## config.mk

```make
export PLATFORM = sky130hd
export DESIGN_NAME = program_sequencer
export DESIGN_NICKNAME = d
export VERILOG_FILES = /design/src/rtl/program_sequencer_pkg.sv /design/src/rtl/program_sequencer_pc_next_sel.sv /design/src/rtl/program_sequencer.sv
export SDC_FILE = /design/constraint.sdc
export NUM_CORES = 1
export LEC_CHECK = 0
export ABC_AREA = 0
export BUFFER_PORTS_ARGS = -buffer_cell sky130_fd_sc_hd__buf_2
export CAP_MARGIN = 20
export CORE_UTILIZATION = 39
export CTS_BUF_LIST = sky130_fd_sc_hd__clkbuf_4 sky130_fd_sc_hd__clkbuf_8 sky130_fd_sc_hd__clkbuf_16
export CTS_CLUSTER_DIAMETER = 30
export CTS_CLUSTER_SIZE = 10
export DETAILED_ROUTE_END_ITERATION = 10
export PLACE_DENSITY_LB_ADDON = 0.3
export REMOVE_ABC_BUFFERS = 1
export SLEW_MARGIN = 20
export SYNTH_ARGS = -nofsm -noshare
export SYNTH_HDL_FRONTEND = slang
export SYNTH_SLANG_ARGS = --single-unit
```

## constraint.sdc

```tcl
create_clock -name Clk -period 2.45 [get_ports Clk]
set_input_delay 0.245 -clock Clk [delete_from_list [all_inputs] [get_ports Clk]]
set_output_delay 0.245 -clock Clk [all_outputs]
set_load 0.05 [all_outputs]
```

## src/rtl/program_sequencer_pkg.sv

```systemverilog
// Shared types and constants for the program sequencer and the core decoder.
package seq_pkg;

   typedef enum logic [1:0] {IDLE, RUN, DONE} seq_state_t;

   typedef enum logic [1:0] {SEL_HOLD, SEL_INC, SEL_TARGET, SEL_START} pc_sel_t;

   localparam int PC_W_DEF = 10;

   // Opcode field value the decoder recognises as halt.
   localparam logic [2:0] OP_HALT = 3'b111;

endpackage

```

## src/rtl/program_sequencer_pc_next_sel.sv

```systemverilog
// Combinational next-PC mux: hold, increment with wrap, branch target, or run start.
module pc_next_sel
   import seq_pkg::*;
#(
   parameter int              PC_W     = PC_W_DEF,
   parameter logic [PC_W-1:0] START_PC = '0
) (
   input  pc_sel_t         sel,
   input  logic [PC_W-1:0] pc,
   input  logic [PC_W-1:0] target,
   output logic [PC_W-1:0] pc_next
);

   always_comb begin
      pc_next = pc;
      case (sel)
         SEL_HOLD:   pc_next = pc;
         SEL_INC:    pc_next = pc + PC_W'(1);
         SEL_TARGET: pc_next = target;
         SEL_START:  pc_next = START_PC;
         default:    pc_next = pc;
      endcase
   end

endmodule

```

## src/rtl/program_sequencer.sv

```systemverilog
// PC and run-control sequencer: start/done handshake, stall hold, branch, halt.
// Optional RUN-cycle watchdog enabled by defining PROGRAM_SEQUENCER_WATCHDOG_EN.
module program_sequencer
   import seq_pkg::*;
#(
   parameter int              PC_W     = PC_W_DEF,
   parameter logic [PC_W-1:0] START_PC = '0,
   parameter int              CNT_W    = 16,
   parameter int              WDOG_CYC = 4096
) (
   input  logic             Clk,
   input  logic             Reset,
   input  logic             Start,
   input  logic             Stall,
   input  logic             Halt_req,
   input  logic             Branch_en,
   input  logic             Branch_cond,
   input  logic [PC_W-1:0]  Target,
   output logic [PC_W-1:0]  PC,
   output logic             Exec_en,
   output logic             Done,
   output logic             Timeout,
   output logic [CNT_W-1:0] Instr_cnt
);

   seq_state_t      state;
   pc_sel_t         pc_sel;
   logic [PC_W-1:0] pc_next;
   logic            wd_hit;

`ifdef PROGRAM_SEQUENCER_WATCHDOG_EN
   logic [CNT_W-1:0] wdog_cnt;

   // Fires on the WDOG_CYC-th RUN cycle, stalled cycles included.
   assign wd_hit = (state == RUN) && (wdog_cnt == CNT_W'(WDOG_CYC - 1));

   always_ff @(posedge Clk or negedge Reset) begin
      if (!Reset)
         wdog_cnt <= '0;
      else if (state == IDLE && Start)
         wdog_cnt <= '0;
      else if (state == RUN)
         wdog_cnt <= wdog_cnt + 1'b1;
   end
`else
   assign wd_hit = 1'b0;
`endif

   assign Exec_en = (state == RUN) && !Stall && !wd_hit;

   always_comb begin
      pc_sel = SEL_HOLD;
      case (state)
         IDLE: if (Start) pc_sel = SEL_START;
         RUN:
            if (Exec_en && !Halt_req)
               pc_sel = (Branch_en && Branch_cond) ? SEL_TARGET : SEL_INC;
         default: pc_sel = SEL_HOLD;
      endcase
   end

   pc_next_sel #(
      .PC_W    (PC_W),
      .START_PC(START_PC)
   ) u_pc_next_sel (
      .sel    (pc_sel),
      .pc     (PC),
      .target (Target),
      .pc_next(pc_next)
   );

   always_ff @(posedge Clk or negedge Reset) begin
      if (!Reset) begin
         state     <= IDLE;
         PC        <= START_PC;
         Done      <= 1'b0;
         Timeout   <= 1'b0;
         Instr_cnt <= '0;
      end else begin
         PC <= pc_next;
         case (state)
            IDLE: begin
               if (Start) begin
                  state     <= RUN;
                  Instr_cnt <= '0;
                  Timeout   <= 1'b0;
               end
            end
            RUN: begin
               if (wd_hit) begin
                  state   <= DONE;
                  Done    <= 1'b1;
                  Timeout <= 1'b1;
               end else if (!Stall) begin
                  if (Instr_cnt != '1)
                     Instr_cnt <= Instr_cnt + 1'b1;
                  if (Halt_req) begin
                     state <= DONE;
                     Done  <= 1'b1;
                  end
               end
            end
            DONE: begin
               if (!Start) begin
                  state <= IDLE;
                  Done  <= 1'b0;
               end
            end
            default: state <= IDLE;
         endcase
      end
   end

endmodule
```

; ---- Word level (Yosys, flattened, before mapping)
; Cells that the tools add are included.
[classes]
addsub = 2
eq_ne = 11
n_reduce_logical = 12
muxes = 18
[op_table]
columns = operator, count
row1 = 2-to-1 mux 16 bit, 3
row2 = case mux 16 bit (2 select lines), 1
row3 = case mux 10 bit (3 select lines), 1
row4 = adder 16 x 1 -> 16 bit (second input constant), 1
row5 = != test 16 bit (second input constant), 1
row6 = 2-to-1 mux 2 bit, 7
row7 = AND reduction 4 bit, 3
row8 = adder 10 x 1 -> 10 bit (second input constant), 1
row9 = != test 2 bit (second input constant), 4
row10 = equality test 2 bit (second input constant), 3
row11 = case mux 2 bit (3 select lines), 1
row12 = equality test 2 x 1 -> 1 bit (second input constant), 2
row13 = zero test 2 bit, 2
row14 = case mux 2 bit (2 select lines), 1
row15 = nonzero test 2 bit, 2
row16 = logical AND 1 bit, 3
row17 = 2-to-1 mux 1 bit, 3
row18 = zero test 1 bit, 2
row19 = != test 2 x 1 -> 1 bit (second input constant), 1
row20 = case mux 1 bit (2 select lines), 1
[word_totals]
reg_bits = 29
wordCells = 47
out_inout_bits = 29

; ---- Depth between registers and ports, before layout
; Gate-level depths: netlist of the first run.
[logic_depth]
ltp_word = 7
depth_mapped = 7
ltp_nobuf = 6

; ---- Modules after synthesis
; Synthesis of the first run repeated with hierarchy kept, for this count alone.
[unflattened]
cells_unflattened = 197
area_unflattened_um2 = 1870.5
[by_module_without_submodules]
columns = module, area_per_inst_um2, instances, seq_area_each_um2, cells_per_inst
row1 = program_sequencer, 1457.6, 1, 725.7, 143
row2 = pc_next_sel, 412.9, 1, 0.0, 54

; ---- Worst setup path after synthesis of the first run
; Ideal clock, no wire load.
[synth_timing]
kind = reg2reg
from = register Instr_cnt[0]
to = register Instr_cnt[7]
synth_period_minus_slack_ns = 2.177
path_buffers = 0
setup_ns = 0.128
path_slack_ns = 0.273
path_stages_with_launch = 7
arrival_time_ns = 2.049
required_time_ns = 2.322
cell_sequence = dfrtp_1 -> ha_1 -> nand4_2 -> nor3_2 -> a21oi_1 -> nand3_1 -> mux2_1
[synth_via]
elab_chain_len = 4
word_cells_on_any_way = 7
classes_between = 1 x add/sub / 2 x eq/ne / 3 x mux / 1 x reduce/logical
[synth_lines]
columns = item, line
row1 = from (decl), program_sequencer.sv:23  ; output logic [CNT_W-1:0] Instr_cnt
row2 = from (signal assigned), program_sequencer.sv:96  ; Instr_cnt <= Instr_cnt + 1'b1;
row3 = adder 16 x 1 -> 16 bit, program_sequencer.sv:96
row4 = 2-to-1 mux 16 bit, program_sequencer.sv:95  ; if (Instr_cnt != '1)
row5 = 2-to-1 mux 16 bit, program_sequencer.sv:94  ; end else if (!Stall) begin
row6 = case mux 16 bit (2 select lines), program_sequencer.sv:81  ; case (state)
; Several ways; a longest one is shown, not always the timed one. The select of a mux whose other input is x is not followed.
; A chain may end at the register's enable or synchronous reset.

; ---- Final worst setup path of the first run
[layout_timing]
from = register state[0]
to = register Instr_cnt[14]
[layout_via]
elab_chain_len = 3
word_cells_on_any_way = 8
classes_between = 4 x eq/ne / 1 x mux / 3 x reduce/logical
[layout_lines]
columns = item, line
row1 = from (decl), program_sequencer.sv:26  ; seq_state_t state;
row2 = from (signal assigned), program_sequencer.sv:74  ; state <= IDLE;
row3 = from (signal assigned), program_sequencer.sv:84  ; state <= RUN;
row4 = from (signal assigned), program_sequencer.sv:91  ; state <= DONE;
row5 = equality test 2 x 1 -> 1 bit / zero test 2 bit (equally long branches), program_sequencer.sv:81
row6 = "!= test 2 x 1 -> 1 bit (no source line), or another cell as far along", --
row7 = AND reduction 4 bit (no source line), --
; Several ways; a longest one is shown, not always the timed one.

==> results by group, run 1 <==
Status
  – Status: finished with violations
  – Failing checks: hold timing

Synth
  – Cell accounting for the most synthesized area: dfrtp_1
  – FF+latch count, synth: 29
  – Synth top area share: 41.0%
  – Synth Flop Type: dfrtp_1
  – Gate Count Post-Synth: 195
  – Ys Warns: 0
  – Syn_area_per_cell: 9.07 sq um
  – Ranking of synthesized cells by area: dfrtp_1 41%, xnor2_1 5.9%, nor2_1 4.9%
  – Distinct cells, synth: 44
  – Async set or reset register ratio after synthesis: 100%
  – Register area share after synthesis: 41.0%
  – EDFF count, synth: 0
  – Synthesized area: 1770 sq um

Final layout
  – Area Overhead vs Synth: 20.1%
  – Ant diodes: 0
  – Nets@finish: 261
  – Final Instance Area: 2120 sq um
  – Share of layout cells above drive strength 1: 27.3%

Timing
  – Slew Viols, Final: 0
  – Slew @ Worst Pin: 980 ps
  – RSZ-0062 raised after global routing: no
  – Final hold violations: 29
  – Hold WS: -12.8 ps
  – Period minus WS final: 2070 ps
  – Clock skew: 6.30 ps
  – Slew HR: 34.2%
  – Final worst-path cycle share: 84.6%
  – TNS Setup: 0 ps
  – Fmax: 482 MHz
  – Final Setup Violations: 0

Global routing
  – GRT overflow: 0
  – First-pass GRT wire length: 7340 um
  – GRT met3 Usage: 4.65%
  – GR Layer Usage met2: 29.4%
  – GRT Total Usage: 19.1%
  – Initial antenna violation count: 0
  – Vias in the first global route: 1548
  – Routing usage on met1: 26.0%
  – Top Usage Layer GRT: met2
  – Largest net degree at the start of global routing: 30

Route
  – Drc violations: 0
  – Via count: 1600
  – Antenna-violating nets left: 0
  – Drt pass-1 iters: 4
  – Vias per cell: 5.44
  – Starting DRT DRC Count: 82
  – DR WL/cell: 13.8 um
  – Detailed Route WL: 4060 um

Place
  – Dpl hpwl: 2930 um
  – Gpl congestion: 0.854
  – Port Buf Inserts: 44
  – Placed cell areas: 2030 sq um

Critical path
  – Crit-path max cell delay: 570 ps
  – CP Launch Type: register
  – CP Capture Type: register
  – Crit Path Max Fanout: 11
  – Data arrival, critical path: 2240 ps
  – Critical-path cell list: nand2_1 -> or3b_1 -> nor4_4 -> nand3_1 -> mux2_1
  – CP required: 2610 ps
  – Critical-path top delay cell: or3b_1
  – CP Class: reg2reg

Clock tree
  – Worst-skew pair later-pin latency: 280 ps
  – CTS Sinks: 29
  – Post-CTS repair timing setup buffer count: 0
  – CTS tree: done
  – Max clock buf depth: 2
  – TritonCTS buffer count: 5
  – H-tree level count: 2
  – Cts hold-fix bufs: 0
  – Clock Pin Slew Worst Setup and Hold Paths: 60 ps
  – CTS root buffer: clkbuf_8
  – CTS resizes: 0

Pwr
  – Power after layout: 1.89 mW
  – Leak: 0.941 nW
  – Cell area power density: 890 nW/um^2
  – IR drop worst, VDD: 461 uV

Run
  – Max-cap violations: 0

Die
  – Core ar.: 4350 sq um
  – Num ports: 46
  – Std cell rows: 24
  – Die area: 4810 sq um
  – Die width: 69.3 um
  – Overall die height: 69.3 um
  – Starting Density: 40.6%

Hold path
  – Hold Crit Class: in2async
routing by layer:
| layer | wire, um | share of wire (%) |
|---|---|---|
| met2 | 1970 | 48 |
| met5 | 0 | 0 |
| met1 | 1840 | 45 |
| met3 | 178 | 4.4 |
| met4 | 79 | 1.9 |
cell usage in the layout (no fill, tap or decap), types with 2 or more instances in the layout:
master	instances
nand2_1	21
dfrtp_1	29
o21ai_0	4
a21oi_1	15
mux2_1	3
and4_1	2
ha_1	2
nor2b_1	5
buf_2	44
nor4b_2	2
nor3b_1	3
and2_1	2
nand3_1	13
o21ai_1	11
o311ai_1	2
nor4_1	2
nor3_1	3
nor4_2	3
inv_1	6
o22ai_1	2
nor2_1	23
nand4_1	3
xnor2_1	12
clkbuf_8	6
buf_4	3
and3_1	2
a31oi_1	2
critical path, delay by kind of cell, from the launching register on:
family,cells,cell delay [ps]
and+or+nand+nor,4,1150
muxes,1,310
DFF,1,500
cells in the mapped netlist (all sizes together), types with 2 or more instances:
cell and number:
and2 2, inv 6, nor4b 2, and3 2
nor3b 4, nand3 13, nor3 4, nor4 6
o22ai 2, nand4 4, a31oi 2, dfrtp 29
clkbuf 3, xnor2 12, buf 4, nand2 21
mux2 3, and4 2, nor2 23, a21oi 15
nor2b 5, o21ai 15, o311ai 2, ha 2
cell families after synthesis:
group / Yosys count / share of synthesized area [%]
other: 1 / 0.212
xor gates and xnor gates: 12 / 5.94
adders and majority gates: 2 / 1.42
buffers and inverters: 13 / 3.68
muxes: 4 / 2.48
DFF: 29 / 41.0
AOI/OAI and AO/OA: 44 / 16.1
and+or+nand+nor: 90 / 29.2
layout make-up:
type,instances,area (sq um)
Timing Repair Buffer,47,243
Tap cell,52,65.1
Inverter,6,22.5
Fill cell,422,2230
Clock buffer,7,90.1
Multi-Input combinational cell,153,977
Sequential cell,29,726
registers in the layout (all words and copies together) (netlist names):
name and count:
PC 10, state 2, Instr_cnt 16, Done 1
metrics by stage:
stage	hold WS, ps	instances	setup WS, ps	utilization [%]
2_1_floorplan	-50.6	188	273	-
3_3_place_gp	313	287	450	46.7
3_5_place_dp	315	287	372	46.7
4_1_cts	11.7	294	366	48.8
5_1_grt	43.6	294	226	48.8
6_report	-12.8	294	377	48.8
where the power goes:
group | internal, mW | switching [mW] | total [mW]
Sequential | 0.574 | 0.139 | 0.712
Combinational | 0.208 | 0.558 | 0.767
Clock | 0.234 | 0.177 | 0.411
final timing paths:
kind | start | end | slack, ps | cells after the start
min reg2reg | Done | Done | 530 | 2
max | state[0] | Instr_cnt[14] | 380 | 5
min | Reset | Instr_cnt[8] | -10 | 1
max in group asynchronous | Reset | PC[4] | 2040 | 1
max reg2reg | state[0] | Instr_cnt[14] | 380 | 5
min in group Clk | Target[8] | PC[8] | 180 | 3
No activity file was read; power rests on OpenSTA's default activity.
==> run 2: changes to the inputs <==
==> constraint.sdc (replaced) <==
create_clock -name Clk -period 2.2 [get_ports Clk]
set_input_delay 0.22 -clock Clk [delete_from_list [all_inputs] [get_ports Clk]]
set_output_delay 0.22 -clock Clk [all_outputs]
set_load 0.05 [all_outputs]
==> results by group, run 2 (synthesis gave the netlist of run 1 again) <==
Pwr
  – IR drop worst, VDD: 625 uV (+35%)
  – Switching power share of the total: 42.6% (-3.7 points)
  – Leak: 0.989 nW (+5.1%)
  – Seq pwr share: 33.6% (-4.1 points)
  – Combinational fraction of design power: 38.0% (-2.6 points)
  – Net load switching power: 991 uW (+13%)
  – Clk network pwr share: 28.5% (+6.8 points)
  – Power after layout: 2.33 mW (+23%)
  – Cell area power density: 1050 nW/um^2 (+18%)
  – Pint: 1.34 mW (+32%)

Critical path
  – Crit Path Max Fanout: 7 (-4)
  – CP Launch Type: register
  – Data arrival, critical path: 2200 ps (-40 ps)
  – CP Capture Type: register
  – CP Class: reg2reg
  – CP required: 2370 ps (-240 ps)

Route
  – Drc violations: 0 (unchanged)
  – Antenna-violating nets left: 0 (unchanged)
  – Via count: 1578 (-1.4%)
  – DR WL/cell: 13.2 um (-4.2%)
  – Vias per cell: 5.24 (-3.7%)
  – Drt pass-1 iters: 4 (unchanged)
  – Detailed Route WL: 3980 um (-2.0%)
  – Starting DRT DRC Count: 68 (-17%)

Die
  – Starting Density: 40.6% (unchanged)
  – Core ar.: 4350 sq um (unchanged)
  – Die width: 69.3 um (unchanged)
  – Num ports: 46 (unchanged)
  – Std cell rows: 24 (unchanged)
  – Overall die height: 69.3 um (unchanged)
  – Die area: 4810 sq um (unchanged)

Clock tree
  – H-tree level count: 2 (unchanged)
  – CTS root buffer: clkbuf_8
  – Max clock buf depth: 2 (unchanged)
  – CTS Sinks: 29 (unchanged)
  – CTS tree: done
  – Clock Pin Slew Worst Setup and Hold Paths: 70 ps (about the same)
  – Post-CTS repair timing setup buffer count: 0 (unchanged)
  – Worst-skew pair later-pin latency: 280 ps (about the same)
  – TritonCTS buffer count: 5 (unchanged)

Final layout
  – Ant diodes: 0 (unchanged)
  – Non-Filler Instances: 301 (+2.4%)
  – Sequential cell area: 726 sq um (unchanged)
  – Nets@finish: 267 (+2.3%)
  – Commonest non-fill, non-tap cells in the layout: 44 x buf_2, 29 x dfrtp_1, 23 x nor2_1
  – Top flop regs: Instr_cnt (16), PC (10), state (2)
  – Fill count: 433 (+2.6%)
  – Area Overhead vs Synth: 25.3%
  – Max FFs per register: 16 (unchanged)
  – Multi-input gate area: 977 sq um (unchanged)
  – Share of layout cells above drive strength 1: 28.9% (+1.6 points)
  – Biggest register: Instr_cnt
  – Most common cell after layout, fill and taps aside: buf_2
  – Final Core Density: 50.9% (+2.1 points)

Place
  – Placed cells: 292 (+1.7%)
  – Port Buf Inserts: 44 (unchanged)
  – Dpl hpwl: 2930 um (-0.19%)
  – Gpl congestion: 0.773 (-9.6%)

Global routing
  – Vias in the first global route: 1519 (-1.9%)
  – GRT overflow: 0 (unchanged)
  – GRT Total Usage: 18.4% (-0.79 points)
  – Largest net degree at the start of global routing: 30 (unchanged)
  – First-pass GRT wire length: 7090 um (-3.5%)
  – Initial antenna violation count: 0 (unchanged)

Timing
  – Fmax: 493 MHz (+2.3%)
  – Period minus WS final: 2030 ps (-46.5 ps)
  – TNS Setup: 0 ps (unchanged)
  – Slew @ Worst Pin: 956 ps (-24.5 ps)
  – Slew HR: 35.8% (+1.6 points)
  – Final hold violations: 0 (-100%)
  – RSZ-0062 raised after global routing: no
  – Slew Viols, Final: 0 (unchanged)
  – Final Setup Violations: 0 (unchanged)
  – Hold WS: 151 ps (+164 ps)
  – Clock skew: 7.88 ps (+1.58 ps)
  – Final worst-path cycle share: 92.1% (+7.5 points)

Run
  – Max-cap violations: 0 (unchanged)

Hold path
  – Hold Crit Class: in2reg

Status
  – Status: finished clean
==> run 2: cell types whose count changed in the layout (fill, tap and decap cells not counted) <==
cell / change
buf_4: +5
bufinv_16: +2
clkbuf_4: -1
clkbuf_8: -1
clkinv_2: +1
dlygate4sd3_1: +1
==> run 2: final cells by class <==
class / count / area share (%)
Sequential cell: 29 / 32.8
Tap cell: 52 / 2.94
Clock inverter: 3 / 2.94
Inverter: 6 / 1.02
Timing Repair Buffer: 53 / 13.1
Multi-Input combinational cell: 153 / 44.1
Clock buffer: 5 / 3.11
==> run 2: worst paths after layout <==
path	from	endpoint	slack (ps)	depth (start not counted)
min in group asynchronous	Reset	PC[9]	520	2
min	Target[9]	PC[9]	150	3
max in group asynchronous	Reset	state[1]	1260	2
max reg2reg	state[1]	Instr_cnt[14]	170	5
min reg2reg	PC[9]	PC[9]	520	1
max	state[1]	Instr_cnt[14]	170	5
==> run 2: routing by layer <==
layer,share of wire (%),track usage (%),vias to the layer above
met1,47,23.8,734
met3,4.1,4.65,6
met2,48,30.0,35
met5,0,0,-
met4,1.1,5.67,0
li1,-,-,803
==> run 2: timing repair <==
item | CTS | global route
hold buffers | 1 | 0
endpoints found under the hold margin | 29 | 0
setup endpoints to repair | 0 | 0
resized for setup | 0 | 0
==> run 2: per-stage QoR <==
stage | area (sq um) | setup slack (ps)
final | 2210 | 173
after global routing | 2210 | 54.4
after CTS | 2210 | 170
after floorplan | 1730 | 23.3
after global placement | 2070 | 234
after detailed placement | 2070 | 184
==> run 2: critical path, stage by stage, from the launching register on <==
cell      delay (ps)
dfrtp_1          430
o21bai_2         230
or3b_1           580
nor4_4           240
nand3_1          120
mux2_1           320
==> run 2: power groups by stage <==
stage	registers [mW]	logic (mW)	clock network (mW)
final	0.781	0.883	0.662
after global routing	0.804	0.959	0.704
after CTS	0.780	0.888	0.675
after detailed placement	0.788	0.882	0
after global placement	0.786	0.871	0
after floorplan	1.11	0.312	0
